==> src/rtl/educ8_major_state_ctrl_if.sv <==
// Front-panel, instruction-decode and datapath-strobe bundle for the EDUC-8
// major-state sequencer. The master side is the CPU/panel environment that
// drives requests and decode bits; the slave side is the sequencer itself.
interface educ8_major_state_ctrl_if;
   logic        run_req;
   logic        halt_req;
   logic        step_mode;
   logic [2:0]  opcode;
   logic        ind;
   logic        skip;
   logic        hlt;
   logic        running;
   logic [2:0]  major;
   logic [15:0] tslot;
   logic        ma_ld_pc;
   logic        ma_ld_md;
   logic        mem_rd;
   logic        mem_wr;
   logic        ir_ld;
   logic        pc_inc;
   logic        pc_ld;
   logic        exec_stb;

   modport master (
      output run_req, halt_req, step_mode, opcode, ind, skip, hlt,
      input  running, major, tslot,
      input  ma_ld_pc, ma_ld_md, mem_rd, mem_wr, ir_ld, pc_inc, pc_ld, exec_stb
   );

   modport slave (
      input  run_req, halt_req, step_mode, opcode, ind, skip, hlt,
      output running, major, tslot,
      output ma_ld_pc, ma_ld_md, mem_rd, mem_wr, ir_ld, pc_inc, pc_ld, exec_stb
   );
endinterface

==> src/rtl/educ8_major_state_ctrl.sv <==
// EDUC-8 major-state and timing-slot sequencer. Each instruction walks
// FETCH, optionally DEFER, and usually EXEC, each NSLOT slots long, and the
// registered state is decoded into one-slot-wide register-transfer strobes.
// Halts only ever take effect at an instruction boundary, so a major cycle is
// never cut short.
module educ8_major_state_ctrl #(
   parameter int NSLOT = 8
) (
   input logic                     clk,
   input logic                     clr,
   educ8_major_state_ctrl_if.slave bus
);

   typedef enum logic [2:0] {
      FETCH = 3'b001,
      DEFER = 3'b010,
      EXEC  = 3'b100
   } major_t;

   localparam logic [3:0] LAST_SLOT = 4'(NSLOT - 1);

   logic       r_running;
   major_t     r_major;
   logic [3:0] r_slot;
   logic       r_haltPend;

   logic       w_nextRunning;
   major_t     w_nextMajor;
   major_t     w_wrapMajor;
   logic [3:0] w_nextSlot;
   logic       w_nextHaltPend;

   logic       w_wrap;
   logic       w_memref;
   logic       w_jmp;

   logic       w_maLdPc;
   logic       w_maLdMd;
   logic       w_memRd;
   logic       w_memWr;
   logic       w_irLd;
   logic       w_pcInc;
   logic       w_pcLd;
   logic       w_execStb;

   assign w_wrap   = (r_slot == LAST_SLOT);
   assign w_memref = (bus.opcode <= 3'd5);
   assign w_jmp    = (bus.opcode == 3'd5);

   // State register; clr drops straight back to a halted FETCH T0.
   always_ff @(posedge clk or posedge clr) begin
      if (clr) begin
         r_running  <= 1'b0;
         r_major    <= FETCH;
         r_slot     <= 4'd0;
         r_haltPend <= 1'b0;
      end else begin
         r_running  <= w_nextRunning;
         r_major    <= w_nextMajor;
         r_slot     <= w_nextSlot;
         r_haltPend <= w_nextHaltPend;
      end
   end

   // Major cycle that follows the current one when the slot counter wraps.
   always_comb begin
      w_wrapMajor = FETCH;
      case (r_major)
         FETCH: begin
            if (w_memref && bus.ind) begin
               w_wrapMajor = DEFER;
            end else if (w_jmp) begin
               w_wrapMajor = FETCH;
            end else begin
               w_wrapMajor = EXEC;
            end
         end
         DEFER:   w_wrapMajor = w_jmp ? FETCH : EXEC;
         default: w_wrapMajor = FETCH;
      endcase
   end

   // Run/halt control and slot sequencing; a wrap back into FETCH is the
   // instruction boundary where any pending halt is honoured.
   always_comb begin
      w_nextRunning  = r_running;
      w_nextMajor    = r_major;
      w_nextSlot     = r_slot;
      w_nextHaltPend = r_haltPend;
      if (!r_running) begin
         if (bus.run_req) begin
            w_nextRunning  = 1'b1;
            w_nextMajor    = FETCH;
            w_nextSlot     = 4'd0;
            w_nextHaltPend = bus.halt_req;
         end
      end else begin
         if (bus.halt_req) begin
            w_nextHaltPend = 1'b1;
         end
         if ((r_major == EXEC) && (r_slot == 4'd2) && bus.hlt) begin
            w_nextHaltPend = 1'b1;
         end
         if (w_wrap) begin
            w_nextSlot  = 4'd0;
            w_nextMajor = w_wrapMajor;
            if ((w_wrapMajor == FETCH) && (r_haltPend || bus.step_mode)) begin
               w_nextRunning  = 1'b0;
               w_nextMajor    = FETCH;
               w_nextHaltPend = 1'b0;
            end
         end else begin
            w_nextSlot = r_slot + 4'd1;
         end
      end
   end

   // Register-transfer strobes decoded from major cycle, slot and opcode;
   // everything stays quiet while halted.
   always_comb begin
      w_maLdPc  = 1'b0;
      w_maLdMd  = 1'b0;
      w_memRd   = 1'b0;
      w_memWr   = 1'b0;
      w_irLd    = 1'b0;
      w_pcInc   = 1'b0;
      w_pcLd    = 1'b0;
      w_execStb = 1'b0;
      if (r_running) begin
         case (r_major)
            FETCH: begin
               case (r_slot)
                  4'd0:    w_maLdPc = 1'b1;
                  4'd1:    w_memRd  = 1'b1;
                  4'd2:    w_irLd   = 1'b1;
                  4'd3:    w_pcInc  = 1'b1;
                  4'd4:    w_maLdMd = w_memref;
                  4'd5:    w_pcLd   = w_jmp && !bus.ind;
                  default: ;
               endcase
            end
            DEFER: begin
               case (r_slot)
                  4'd1:    w_memRd  = 1'b1;
                  4'd2:    w_maLdMd = 1'b1;
                  4'd3:    w_pcLd   = w_jmp;
                  default: ;
               endcase
            end
            EXEC: begin
               case (r_slot)
                  4'd1:    w_memRd   = (bus.opcode <= 3'd2);
                  4'd2:    w_execStb = 1'b1;
                  4'd3:    w_memWr   = (bus.opcode >= 3'd2) && (bus.opcode <= 3'd4);
                  4'd4:    w_pcLd    = (bus.opcode == 3'd4);
                  4'd5:    w_pcInc   = bus.skip && ((bus.opcode == 3'd2) || (bus.opcode >= 3'd6));
                  default: ;
               endcase
            end
            default: ;
         endcase
      end
   end

   assign bus.running  = r_running;
   assign bus.major    = r_major;
   assign bus.tslot    = r_running ? (16'd1 << r_slot) : 16'd0;
   assign bus.ma_ld_pc = w_maLdPc;
   assign bus.ma_ld_md = w_maLdMd;
   assign bus.mem_rd   = w_memRd;
   assign bus.mem_wr   = w_memWr;
   assign bus.ir_ld    = w_irLd;
   assign bus.pc_inc   = w_pcInc;
   assign bus.pc_ld    = w_pcLd;
   assign bus.exec_stb = w_execStb;

endmodule

==> src/flat_wrapper.sv <==
// flat-port wrapper written by rule: the top's interface ports become plain ports
module educ8_major_state_ctrl_flat 
#(
   parameter int NSLOT = 8
)
  (clk, clr, bus_run_req, bus_halt_req, bus_step_mode, bus_opcode, bus_ind, bus_skip, bus_hlt, bus_running, bus_major, bus_tslot, bus_ma_ld_pc, bus_ma_ld_md, bus_mem_rd, bus_mem_wr, bus_ir_ld, bus_pc_inc, bus_pc_ld, bus_exec_stb);
  educ8_major_state_ctrl_if bus_i ();
  input logic clk;
  input logic clr;
  input wire logic [$bits(bus_i.run_req)-1:0] bus_run_req;
  input wire logic [$bits(bus_i.halt_req)-1:0] bus_halt_req;
  input wire logic [$bits(bus_i.step_mode)-1:0] bus_step_mode;
  input wire logic [$bits(bus_i.opcode)-1:0] bus_opcode;
  input wire logic [$bits(bus_i.ind)-1:0] bus_ind;
  input wire logic [$bits(bus_i.skip)-1:0] bus_skip;
  input wire logic [$bits(bus_i.hlt)-1:0] bus_hlt;
  output wire logic [$bits(bus_i.running)-1:0] bus_running;
  output wire logic [$bits(bus_i.major)-1:0] bus_major;
  output wire logic [$bits(bus_i.tslot)-1:0] bus_tslot;
  output wire logic [$bits(bus_i.ma_ld_pc)-1:0] bus_ma_ld_pc;
  output wire logic [$bits(bus_i.ma_ld_md)-1:0] bus_ma_ld_md;
  output wire logic [$bits(bus_i.mem_rd)-1:0] bus_mem_rd;
  output wire logic [$bits(bus_i.mem_wr)-1:0] bus_mem_wr;
  output wire logic [$bits(bus_i.ir_ld)-1:0] bus_ir_ld;
  output wire logic [$bits(bus_i.pc_inc)-1:0] bus_pc_inc;
  output wire logic [$bits(bus_i.pc_ld)-1:0] bus_pc_ld;
  output wire logic [$bits(bus_i.exec_stb)-1:0] bus_exec_stb;
  assign bus_i.run_req = bus_run_req;
  assign bus_i.halt_req = bus_halt_req;
  assign bus_i.step_mode = bus_step_mode;
  assign bus_i.opcode = bus_opcode;
  assign bus_i.ind = bus_ind;
  assign bus_i.skip = bus_skip;
  assign bus_i.hlt = bus_hlt;
  assign bus_running = bus_i.running;
  assign bus_major = bus_i.major;
  assign bus_tslot = bus_i.tslot;
  assign bus_ma_ld_pc = bus_i.ma_ld_pc;
  assign bus_ma_ld_md = bus_i.ma_ld_md;
  assign bus_mem_rd = bus_i.mem_rd;
  assign bus_mem_wr = bus_i.mem_wr;
  assign bus_ir_ld = bus_i.ir_ld;
  assign bus_pc_inc = bus_i.pc_inc;
  assign bus_pc_ld = bus_i.pc_ld;
  assign bus_exec_stb = bus_i.exec_stb;
  educ8_major_state_ctrl #(.NSLOT(NSLOT)) u_core (.clk(clk), .clr(clr), .bus(bus_i));
endmodule
==> config.mk <==
export PLATFORM = sky130hd
export DESIGN_NAME = educ8_major_state_ctrl_flat
export DESIGN_NICKNAME = d
export VERILOG_FILES = /design/src/rtl/educ8_major_state_ctrl_if.sv /design/src/rtl/educ8_major_state_ctrl.sv /design/src/flat_wrapper.sv
export SDC_FILE = /design/constraint.sdc
export NUM_CORES = 1
export LEC_CHECK = 0
export CAP_MARGIN = 5
export CORE_MARGIN = 5
export CORE_UTILIZATION = 40
export DETAILED_ROUTE_END_ITERATION = 10
export PLACE_DENSITY = 0.78
export SYNTH_ARGS = -nofsm -noshare
export SYNTH_HDL_FRONTEND = slang
export SYNTH_SLANG_ARGS = --single-unit
==> constraint.sdc <==
create_clock -name clk -period 2.7 [get_ports clk]
set_clock_uncertainty 0.2 [all_clocks]
set_input_delay 0.54 -clock clk [delete_from_list [all_inputs] [get_ports clk]]
set_output_delay 0.54 -clock clk [all_outputs]
set_load 0.05 [all_outputs]
==> reports/summary.log, run 1 <==
INFO  drt            routedWlPerCell=13.8um
INFO  synthesis      post_synth_net_total=130
INFO  drt            drt_pre_antenna_iters=4
INFO  timing         timing_max_transition_violations_final=0
INFO  flow_run       cap_viol_max_count=0
INFO  critical_path  crit_fanout=7
INFO  drt            vias_per_cell=5.14
INFO  die            core_area=1960um2
INFO  timing         slew_headroom=66.8%
INFO  min_path       hold_path.class=reg -> reg
INFO  timing         timing.hold.ws=301ps
INFO  synthesis      ys_ff_latch=9
INFO  critical_path  cp.required=1960ps
INFO  drt            drtIter0Drc=28
INFO  min_path       hold_start=u_core.bus.major[0]
INFO  critical_path  worstSetupPathType=reg -> out
INFO  global_routing met2_usage=30.4%
INFO  critical_path  reg2reg_depth=5
INFO  global_routing antenna_violations_before_repair=0
INFO  min_path       number_of_stages_on_the_worst_hold_path=2
INFO  synthesis      yosysSeqAreaShare=27.4%
INFO  synthesis      synth_area=827um2
INFO  finish         antennaDiodeCount=0
INFO  outcome        status=complete, no violations
INFO  timing         final_min_period_over_clock_period=99.3%
INFO  drt            antenna_violating_nets_post_route=0
INFO  drt            postRouteWirelength=2.55mm
INFO  finish         areaGrowthSynthToFinish=73.2%
INFO  clock_network  cts_max_level=1
INFO  drt            detailroute.via_count=950
INFO  min_path       worst_hold_path.endpoint=u_core.bus.major[0]
INFO  timing         timing.final.crit_period=2680ps
INFO  clock_network  cts_buffer_depth=2
INFO  critical_path  end_kind=primary output
INFO  synthesis      edff_count_synth=0
INFO  global_routing gr-total-overflow=0
INFO  synthesis      most_frequently_used_flop_master_after_synthesis=dfrtp_1
INFO  clock_network  ctsRootBufferMaster=clkbuf_4
INFO  critical_path  cp-start-kind=register
INFO  timing         tns=0ps
INFO  place          pre_cts_slack=124ps
INFO  synthesis      post_synth_main_area_contributors=dfrtp_1, ha_1, nor2_1
INFO  timing         setup_ws=17.7ps
INFO  clock_network  cts_hold_buffers=0
INFO  timing         grt_setup_unrepaired=yes
INFO  place          io_buffers=38
INFO  timing         timing.final.setup_violations=0
INFO  synthesis      synth_cell_types=32
INFO  place          place.gp.congestion=0.782
INFO  global_routing via_count_of_the_first_global_routing_pass=932
INFO  die            initial_utilization=42.2%
INFO  place          numPlacedInstances=178
INFO  global_routing use_met3=2.80%
INFO  synthesis      synth_area_leader_cell=dfrtp_1
INFO  synthesis      synth_cells=113
INFO  die            pin_count=39
INFO  synthesis      synthesis.yosys.warnings=0
INFO  critical_path  worst-endpoint-arrival=1940ps
INFO  finish         layout.cells.most_common=buf_4
INFO  global_routing grt-busiest-layer=met2
INFO  clock_network  clock_latency=260ps
INFO  timing         max_freq=0.373GHz
INFO  critical_path  critPathLaunch=u_core.bus.major[1]
INFO  global_routing wire_length_of_the_first_global_routing_pass=4.43mm
INFO  drt            drc=0
INFO  power_and_ir_drop power_leakage=0.637nW
INFO  synthesis      asyncSetResetFlopFracSynth=100%
INFO  power_and_ir_drop maximum_ir_drop_on_the_vdd_rail=0.757mV
INFO  critical_path  crit-reg2reg-launch=u_core.bus.major[0]
INFO  die            fp.dieW=55.5um
INFO  timing         tightest_pin_transition=497ps
INFO  power_and_ir_drop power_density=1170nW/um2
INFO  critical_path  r2r_setup_slack=690ps
INFO  clock_network  tritoncts.num_buffers=3
INFO  die            fp.dieH=55.5um
INFO  synthesis      synthDominantCellAreaShare=24.2%
INFO  clock_network  cts_num_sinks=9
INFO  critical_path  rr_endpoint=u_core.r_haltPend
INFO  clock_network  cts_tree=yes
INFO  timing         final_hold_viol_count=0
INFO  finish         finalNetCount=176
INFO  global_routing gr-usage-all-layers=17.3%
INFO  place          dpl.hpwl=2.11mm
INFO  global_routing grt_start_max_net_pins=14
INFO  clock_network  clk_pin_slew=60ps
INFO  finish         final-instance-count-excl-fill=185
INFO  global_routing met1_grt_util=21.4%
INFO  die            die-area=3080um2
INFO  synthesis      synth_area_per_cell=7.32um2
INFO  die            site_row_count=16
INFO  finish         layout_cell_share_with_drive_strength_beyond_1=34.2%
INFO  finish         layout.cells.most_common_list=buf_4, clkdlybuf4s50_1, nand2_1, nor2_1, inv_1
## worst max-delay path by stage
stage / to / cells past startpoint / slack (ps)
after detailed placement: bus_mem_wr / 6 / 120
after global routing: bus_pc_ld / 4 / -50
final: bus_pc_ld / 4 / 20
after CTS: bus_pc_ld / 6 / 6
after global placement: bus_pc_ld / 4 / 180
after floorplan: bus_tslot[8] / 3 / -180
## critical path, cell delays in order (launching register included)
cell and delay (ps):
dfrtp_2 440, or3b_1 410, or3_4 390, a211oi_4 270
buf_12 170
## what timing repair did
| action | 4_1_cts | 5_1_grt |
|---|---|---|
| resized for setup | 1 | 7 |
| setup endpoints to repair | 1 | 4 |
| pin swaps | 2 | 0 |
| buffers inserted | 3 | 0 |
## state kept, by name (all words and copies together), names as in the netlist
signal and flops:
u_core.r_slot 4, u_core.bus.running 1, u_core.bus.major 3, u_core.r_haltPend 1
## cell type report
cell class / count / area, um2
Multi-Input combinational cell: 90 / 614
Fill cell: 157 / 529
Timing Repair Buffer: 45 / 488
Sequential cell: 9 / 231
Inverter: 10 / 37.5
Tap cell: 27 / 33.8
Clock buffer: 3 / 22.5
Clock inverter: 1 / 5.00
## per-stage QoR
step | total power [mW] | area [um2] | util (%)
floorplan | 1.12 | 886 | -
global placement | 1.50 | 1360 | 69.3
detailed placement | 1.52 | 1360 | 69.3
CTS | 1.67 | 1410 | 71.9
global route | 1.80 | 1430 | 73.0
finish | 1.68 | 1430 | 73.0
## cells by family after synthesis
kind of cell | count (synthesis) | synth area share (%)
AOI/OAI and AO/OA | 21 | 17.1
buffers and inverters | 14 | 6.96
DFF | 9 | 27.4
and+or+nand+nor | 63 | 39.5
adders and majority gates | 6 | 9.08
## power by group
part / total, mW / switching, mW / internal (mW)
clock: 0.102 / 0.0470 / 0.0546
sequential: 0.310 / 0.102 / 0.208
combinational: 1.27 / 0.791 / 0.476
## per-layer routing
metal	wire [um]	share of wire (%)
met2	1260	49
met3	122	4.8
met4	16	0.63
met5	0	0
met1	1150	45
## synth_stat cells (all sizes together) (2+ instances only)
master / instances
nor2: 16
nand2: 12
inv: 10
dfrtp: 8
nand2b: 7
nand3: 7
ha: 6
o21ai: 5
and3: 4
o31ai: 4
a21oi: 3
and2: 3
nor3: 3
nor3b: 3
o22ai: 3
a211oi: 2
buf: 2
clkbuf: 2
nor2b: 2
or3b: 2
Note: power is estimated with default switching activity, not from simulation.
==> run 2, diff against run 1 <==
--- a/config.mk
+++ b/config.mk
@@ -7,9 +7,11 @@
 export LEC_CHECK = 0
 export CAP_MARGIN = 5
 export CORE_MARGIN = 5
-export CORE_UTILIZATION = 40
+export CORE_UTILIZATION = 48
 export DETAILED_ROUTE_END_ITERATION = 10
-export PLACE_DENSITY = 0.78
+export DONT_BUFFER_PORTS = 1
+export PLACE_DENSITY = 0.62
+export SKIP_CTS_REPAIR_TIMING = 1
 export SYNTH_ARGS = -nofsm -noshare
 export SYNTH_HDL_FRONTEND = slang
 export SYNTH_SLANG_ARGS = --single-unit
==> run 2 against run 1 <==
  * The run now ends with setup timing left
  * Critical endpoint unchanged
  * Fmax shrank 1.4%
  * Combinational power shrank 6%
  * Sequential share of layout area grew 2.6 points
  * Clock power grew 4%
  * Highest routed layer unchanged
==> reports/summary.log, run 2 (synthesized netlist as in run 1, its figures left out) <==
INFO  finish         antennaDiodeCount=0 [unchanged]
INFO  clock_network  clk_pin_slew=60ps [about the same]
INFO  clock_network  cts_max_level=1 [unchanged]
INFO  finish         largest_reg_flops=4 [unchanged]
INFO  drt            drc=0 [unchanged]
INFO  timing         timing.final.crit_period=2720ps [was 2680 ps]
INFO  finish         post-route-util=73.1% [was 73.0%]
INFO  die            fp.dieH=51.5um [was 55.5 um]
INFO  finish         areaGrowthSynthToFinish=49.3% [was 73.2%]
INFO  power_and_ir_drop maximum_ir_drop_on_the_vdd_rail=0.826mV [was 0.757 mV]
INFO  clock_network  tritoncts.num_buffers=3 [unchanged]
INFO  global_routing via_count_of_the_first_global_routing_pass=911 [was 932]
INFO  critical_path  worst-endpoint-arrival=1980ps [was 1940 ps]
INFO  timing         setup_ws=-20.6ps [was 17.7 ps]
INFO  finish         final-instance-count-excl-fill=160 [was 185]
INFO  finish         largest-register=u_core.r_slot [unchanged]
INFO  power_and_ir_drop portion_of_total_power_attributed_to_sequential_cells=19.5% [was 18.5%]
INFO  clock_network  cts_num_sinks=9 [unchanged]
INFO  power_and_ir_drop pwr-share-comb=74.0% [was 75.5%]
INFO  critical_path  critPathBufInv=1 [unchanged]
INFO  critical_path  crit_chain=or3b_4 > nor3_4 > o21ai_2 > a211oi_4 > buf_12 [was or3b_1 > or3_4 > a211oi_4 > buf_12]
INFO  critical_path  critical-path-top-delay-family=simple AND/OR/NAND/NOR gates [unchanged]
INFO  die            site_row_count=15 [was 16]
INFO  power_and_ir_drop power.switching=0.935mW [was 0.940 mW]
INFO  timing         slew_headroom=66.9% [was 66.8%]
INFO  outcome        failed_checks=setup timing
INFO  die            pin_count=39 [unchanged]
INFO  timing         tightest_pin_transition=499ps [was 497 ps]
INFO  finish         layout.cells.most_common=buf_4 [unchanged]
INFO  finish         finalNetCount=161 [was 176]
INFO  critical_path  crit_slowest_cell=dfstp_2 [was dfrtp_2]
INFO  critical_path  worstSetupPathType=reg -> out [unchanged]
INFO  die            initial_utilization=49.0% [was 42.2%]
INFO  global_routing gr-total-overflow=0 [unchanged]
INFO  outcome        status=complete, but fails checks [was complete, no violations]
INFO  power_and_ir_drop power.clock.fraction=6.5% [was 6.1%]
INFO  power_and_ir_drop cell_internal_pwr=0.679mW [was 0.739 mW]
INFO  min_path       hold_path.class=in -> reg [was reg -> reg]
INFO  drt            postRouteWirelength=2.51mm [was 2.55 mm]
INFO  clock_network  clock_latency=260ps [about the same]
INFO  clock_network  cts_tree=yes [unchanged]
INFO  critical_path  crit_fanout=7 [unchanged]
INFO  die            die-area=2650um2 [was 3080 um2]
INFO  place          place.gp.congestion=0.814 [was 0.782]
INFO  power_and_ir_drop power_leakage=0.555nW [was 0.637 nW]
INFO  timing         grt_setup_unrepaired=yes [unchanged]
INFO  place          cell_area_reported_after_detailed_placement=1150um2 [was 1360 um2]
INFO  finish         layout.cells.most_common_list=buf_4, nand2_1, nor2_1, inv_1 [was buf_4, clkdlybuf4s50_1, nand2_1, nor2_1, inv_1]
INFO  place          io_buffers=0 [was 38]
INFO  clock_network  cts_buffer_depth=2 [unchanged]
INFO  critical_path  cp.required=1960ps [about the same]
INFO  drt            drtIter0Drc=14 [was 28]
INFO  global_routing antenna_violations_before_repair=0 [unchanged]
INFO  timing         final_hold_viol_count=0 [unchanged]
INFO  global_routing wire_length_of_the_first_global_routing_pass=4.19mm [was 4.43 mm]
INFO  critical_path  cp-start-kind=register [unchanged]
INFO  timing         timing.final.setup_violations=1 [was 0]
INFO  drt            drt_pre_antenna_iters=4 [unchanged]
INFO  clock_network  ctsRootBufferMaster=clkbuf_4 [unchanged]
INFO  die            core_area=1690um2 [was 1960 um2]
INFO  finish         layout_cell_share_with_drive_strength_beyond_1=37.8% [was 34.2%]
INFO  drt            vias_per_cell=5.86 [was 5.14]
INFO  power_and_ir_drop power.total=1.61mW [was 1.68 mW]
INFO  drt            routedWlPerCell=15.7um [was 13.8 um]
INFO  drt            detailroute.via_count=938 [was 950]
INFO  timing         max_freq=0.368GHz [was 0.373 GHz]
INFO  place          dpl.hpwl=1.99mm [was 2.11 mm]
INFO  die            fp.dieW=51.5um [was 55.5 um]
INFO  flow_run       cap_viol_max_count=0 [unchanged]
INFO  critical_path  end_kind=primary output [unchanged]
INFO  timing         timing_max_transition_violations_final=0 [unchanged]
INFO  global_routing gr-usage-all-layers=20.3% [was 17.3%]
INFO  power_and_ir_drop p_sw_share=57.9% [was 56.0%]
INFO  critical_path  slowest_delay=580ps [was 440 ps]
INFO  place          numPlacedInstances=152 [was 178]
INFO  timing         final_min_period_over_clock_period=101% [was 99.3%]
INFO  power_and_ir_drop power_density=1310nW/um2 [was 1170 nW/um2]
INFO  drt            antenna_violating_nets_post_route=0 [unchanged]
INFO  finish         layout.cell_area.non_filler=1230um2 [was 1430 um2]
INFO  global_routing grt_start_max_net_pins=14 [unchanged]
==> run 2: cell type report <==
type,count,area [um2]
Clock buffer,4,26.3
Tap cell,17,21.3
Multi-Input combinational cell,90,628
Inverter,10,37.5
Timing Repair Buffer,30,290
Fill cell,133,454
Sequential cell,9,231
==> run 2: per-layer routing <==
| layer | global-route usage [%] | vias up | share of wire, % |
|---|---|---|---|
| met5 | 0 | - | 0 |
| met4 | 6.11 | 0 | 1.7 |
| met3 | 5.44 | 6 | 7.6 |
| met2 | 35.8 | 31 | 51 |
| met1 | 23.9 | 448 | 40 |
| li1 | - | 453 | - |
==> run 2: worst reg2reg max path: cells and delay by family, from the launching register on <==
family           cells  cell delay, ps
flip-flops           1             450
AND/OR/NAND/NOR      4            1310
==> run 2: stage by stage <==
| step | TNS, ps | worst slack [ps] | hold WS, ps |
|---|---|---|---|
| global route | -110 | -86.4 | 165 |
| detailed placement | 0 | 204 | 210 |
| finish | -20.6 | -20.6 | 157 |
| global placement | 0 | 228 | 207 |
| CTS | -82.7 | -82.7 | -70.8 |
| floorplan | -589 | -182 | 167 |
==> run 2: power groups by stage <==
| stage | Combinational (mW) | Clock, mW | Sequential (mW) |
|---|---|---|---|
| after floorplan | 0.770 | 0 | 0.346 |
| after global placement | 1.12 | 0 | 0.304 |
| after global routing | 1.29 | 0.116 | 0.331 |
| after CTS | 1.13 | 0.108 | 0.310 |
| final | 1.19 | 0.106 | 0.314 |
| after detailed placement | 1.13 | 0 | 0.313 |
==> run 2: path summary, 6_finish.rpt <==
check                                     from                   to  slack (ps)  depth (start not counted)
max                        u_core.bus.major[0]            bus_pc_ld         -20                          5
min                                bus_run_req     u_core.r_slot[1]         160                          1
max reg2reg                 u_core.bus.running    u_core.r_haltPend         620                          4
min reg2reg                u_core.bus.major[0]  u_core.bus.major[0]         320                          2
max in group asynchronous                  clr  u_core.bus.major[0]        1500                          2
min in group asynchronous                  clr    u_core.r_haltPend         500                          2
==> run 3, diff against run 2 <==
--- a/config.mk
+++ b/config.mk
@@ -6,7 +6,7 @@
 export NUM_CORES = 1
 export LEC_CHECK = 0
 export CAP_MARGIN = 5
-export CORE_MARGIN = 5
+export CORE_MARGIN = 2
 export CORE_UTILIZATION = 48
 export DETAILED_ROUTE_END_ITERATION = 10
 export DONT_BUFFER_PORTS = 1
==> run 3 against run 2 <==
  * The run still ends with setup timing left
  * Sequential power up 4%
  * Final cell count is 1.9% lower
  * Setup slack worse by 34 ps
  * Via count increased by 1.8%
  * Fmax is 1.2% lower
  * Sequential share of layout area is essentially flat
  * Count of clock-buffer cells in the layout fell by 1
  * Non-clock buffer count down 2
  * Global-route usage is 4.1 points higher
  * Critical path type unchanged
  * Critical endpoint unchanged
==> reports/summary.log, run 3 (synthesized netlist as in run 1, its figures left out) <==
INFO  outcome        status=complete, but fails checks [unchanged]
INFO  outcome        failed_checks=setup timing [unchanged]
INFO  clock_network  ctsRootBufferMaster=clkbuf_4 [unchanged]
INFO  power_and_ir_drop maximum_ir_drop_on_the_vdd_rail=0.817mV [was 0.826 mV]
INFO  timing         tightest_pin_transition=497ps [was 499 ps]
INFO  timing         final_hold_viol_count=0 [unchanged]
INFO  power_and_ir_drop power_leakage=0.558nW [was 0.555 nW]
INFO  finish         fillCellCount=113 [was 133]
INFO  drt            drt_pre_antenna_iters=4 [unchanged]
INFO  timing         slew_headroom=67.0% [was 66.9%]
INFO  die            site_row_count=14 [was 15]
INFO  power_and_ir_drop p_sw_share=58.7% [was 57.9%]
INFO  drt            routedWlPerCell=16.2um [was 15.7 um]
INFO  drt            vias_per_cell=6.08 [was 5.86]
INFO  die            pin_count=39 [unchanged]
INFO  global_routing gr-usage-all-layers=24.5% [was 20.3%]
INFO  min_path       hold_path.class=in -> reg [unchanged]
INFO  finish         finalNetCount=159 [was 161]
INFO  clock_network  clk_pin_slew=60ps [about the same]
INFO  finish         layout_cell_share_with_drive_strength_beyond_1=36.9% [was 37.8%]
INFO  critical_path  slowest_delay=380ps [was 580 ps]
INFO  critical_path  crit_chain=buf_12 > or3b_4 > or3_4 > a211oi_4 > buf_12 [was or3b_4 > nor3_4 > o21ai_2 > a211oi_4 > buf_12]
INFO  timing         max_freq=0.363GHz [was 0.368 GHz]
INFO  timing         grt_setup_unrepaired=yes [unchanged]
INFO  timing         setup_ws=-54.8ps [was -20.6 ps]
INFO  finish         antennaDiodeCount=0 [unchanged]
INFO  critical_path  crit_fanout=5 [was 7]
INFO  global_routing via_count_of_the_first_global_routing_pass=846 [was 911]
INFO  die            initial_utilization=53.0% [was 49.0%]
INFO  timing         timing.hold.ws=160ps [was 157 ps]
INFO  power_and_ir_drop pwr-share-comb=73.8% [was 74.0%]
INFO  critical_path  cp-start-kind=register [unchanged]
INFO  timing         final_min_period_over_clock_period=102% [was 101%]
INFO  drt            drtIter0Drc=41 [was 14]
INFO  die            fp.dieH=45.5um [was 51.5 um]
INFO  finish         seq_area=230um2 [was 231 um2]
INFO  finish         largest_reg_flops=4 [unchanged]
INFO  drt            antenna_violating_nets_post_route=0 [unchanged]
INFO  power_and_ir_drop power.total=1.63mW [was 1.61 mW]
INFO  drt            drc=0 [unchanged]
INFO  place          place.gp.congestion=0.892 [was 0.814]
INFO  critical_path  crit_slowest_cell=dfstp_2 [unchanged]
INFO  critical_path  cp.required=1960ps [about the same]
INFO  timing         timing_max_transition_violations_final=0 [unchanged]
INFO  critical_path  worst-endpoint-arrival=2010ps [was 1980 ps]
INFO  clock_network  clock_latency=270ps [was 260 ps]
INFO  place          io_buffers=0 [unchanged]
INFO  power_and_ir_drop power_density=1320nW/um2 [was 1310 nW/um2]
INFO  power_and_ir_drop cell_internal_pwr=0.673mW [was 0.679 mW]
INFO  critical_path  worstSetupPathType=reg -> out [unchanged]
INFO  power_and_ir_drop power.switching=0.957mW [was 0.935 mW]
INFO  die            core_area=1560um2 [was 1690 um2]
INFO  place          dpl.hpwl=1.94mm [was 1.99 mm]
INFO  power_and_ir_drop portion_of_total_power_attributed_to_sequential_cells=19.9% [was 19.5%]
INFO  global_routing wire_length_of_the_first_global_routing_pass=3.70mm [was 4.19 mm]
INFO  drt            detailroute.via_count=955 [was 938]
INFO  critical_path  end_kind=primary output [unchanged]
INFO  clock_network  cts_max_level=1 [unchanged]
INFO  clock_network  cts_num_sinks=9 [unchanged]
INFO  place          pre_cts_slack=202ps [was 204 ps]
INFO  critical_path  cpMostUsedCell=buf_12
INFO  critical_path  r2r_setup_slack=640ps [was 620 ps]
INFO  die            fp.dieW=45.5um [was 51.5 um]
INFO  global_routing grt_start_max_net_pins=14 [unchanged]
INFO  clock_network  cts_buffer_depth=2 [unchanged]
INFO  die            die-area=2070um2 [was 2650 um2]
INFO  timing         timing.final.crit_period=2750ps [was 2720 ps]
INFO  finish         areaGrowthSynthToFinish=48.9% [was 49.3%]
INFO  finish         multi_input_combinational_cell_area=628um2 [unchanged]
INFO  clock_network  tritoncts.num_buffers=3 [unchanged]
INFO  drt            postRouteWirelength=2.55mm [was 2.51 mm]
INFO  flow_run       cap_viol_max_count=0 [unchanged]
INFO  finish         layout.cells.most_common=buf_4 [unchanged]
INFO  global_routing gr-total-overflow=0 [unchanged]
INFO  clock_network  cts_tree=yes [unchanged]
INFO  finish         layout.cells.most_common_list=buf_4, nand2_1, nor2_1, inv_1 [unchanged]
INFO  power_and_ir_drop power.clock.fraction=6.3% [was 6.5%]
INFO  timing         timing.final.setup_violations=1 [unchanged]
INFO  global_routing antenna_violations_before_repair=0 [unchanged]
INFO  finish         largest-register=u_core.r_slot [unchanged]
[run 3: cell types whose count changed in the layout (fill, tap and decap cells not counted), sizes merged]
cell    delta
buf        -2
clkbuf     -1
clkinv     +1
[run 3: critical path: cells and delay by family, from the launching register on]
kind,cells,cell delay [ps]
simple gates,2,760
flops,1,380
buf+inv,2,320
compound gates,1,280
[run 3: path summary, 6_finish.rpt]
| check | start | end | depth (start not counted) |
|---|---|---|---|
| worst max-delay path | u_core.bus.major[0] | bus_pc_ld | 5 |
| worst min-delay path | bus_run_req | u_core.r_slot[1] | 1 |
| worst max register to register | u_core.bus.major[0] | u_core.r_haltPend | 6 |
| worst min register to register | u_core.bus.major[0] | u_core.bus.major[0] | 2 |
| max in group asynchronous | clr | u_core.bus.major[0] | 2 |
| min in group asynchronous | clr | u_core.r_slot[3] | 2 |
[run 3: per-stage QoR]
| step | instances | util [%] | cell area (um2) | setup TNS (ps) |
|---|---|---|---|---|
| after floorplan | 113 | - | 886 | -589 |
| after global placement | 152 | 74.2 | 1160 | 0 |
| after detailed placement | 152 | 74.2 | 1160 | 0 |
| after CTS | 156 | 76.0 | 1180 | -79.7 |
| after global routing | 157 | 79.0 | 1230 | -87.4 |
| final | 157 | 79.0 | 1230 | -54.8 |
[run 3: per-layer routing]
layer  up-vias  GRT usage, %  wire length, um
met1       447          30.3             1020
met5         -             0                0
li1        456             -                -
met2        45          42.0             1290
met4         0          11.2               62
met3         7          2.78              176
[run 3: power by group through the flow]
stage          Clock, mW  Sequential [mW]  Combinational (mW)
4_1_cts            0.105            0.308                1.15
5_1_grt            0.110            0.334                1.27
3_5_place_dp           0            0.310                1.14
3_3_place_gp           0            0.304                1.12
2_1_floorplan          0            0.346               0.770
6_report           0.103            0.325                1.20
[run 3: area by class of cell]
cell class	count	share of cell area, %
sequential	9	18.7
clock buffer	3	1.83
multi-input combinational	90	51.0
inverter	10	3.05
timing repair buffer	28	23.4
clock inverter	1	0.407
tap	16	1.63
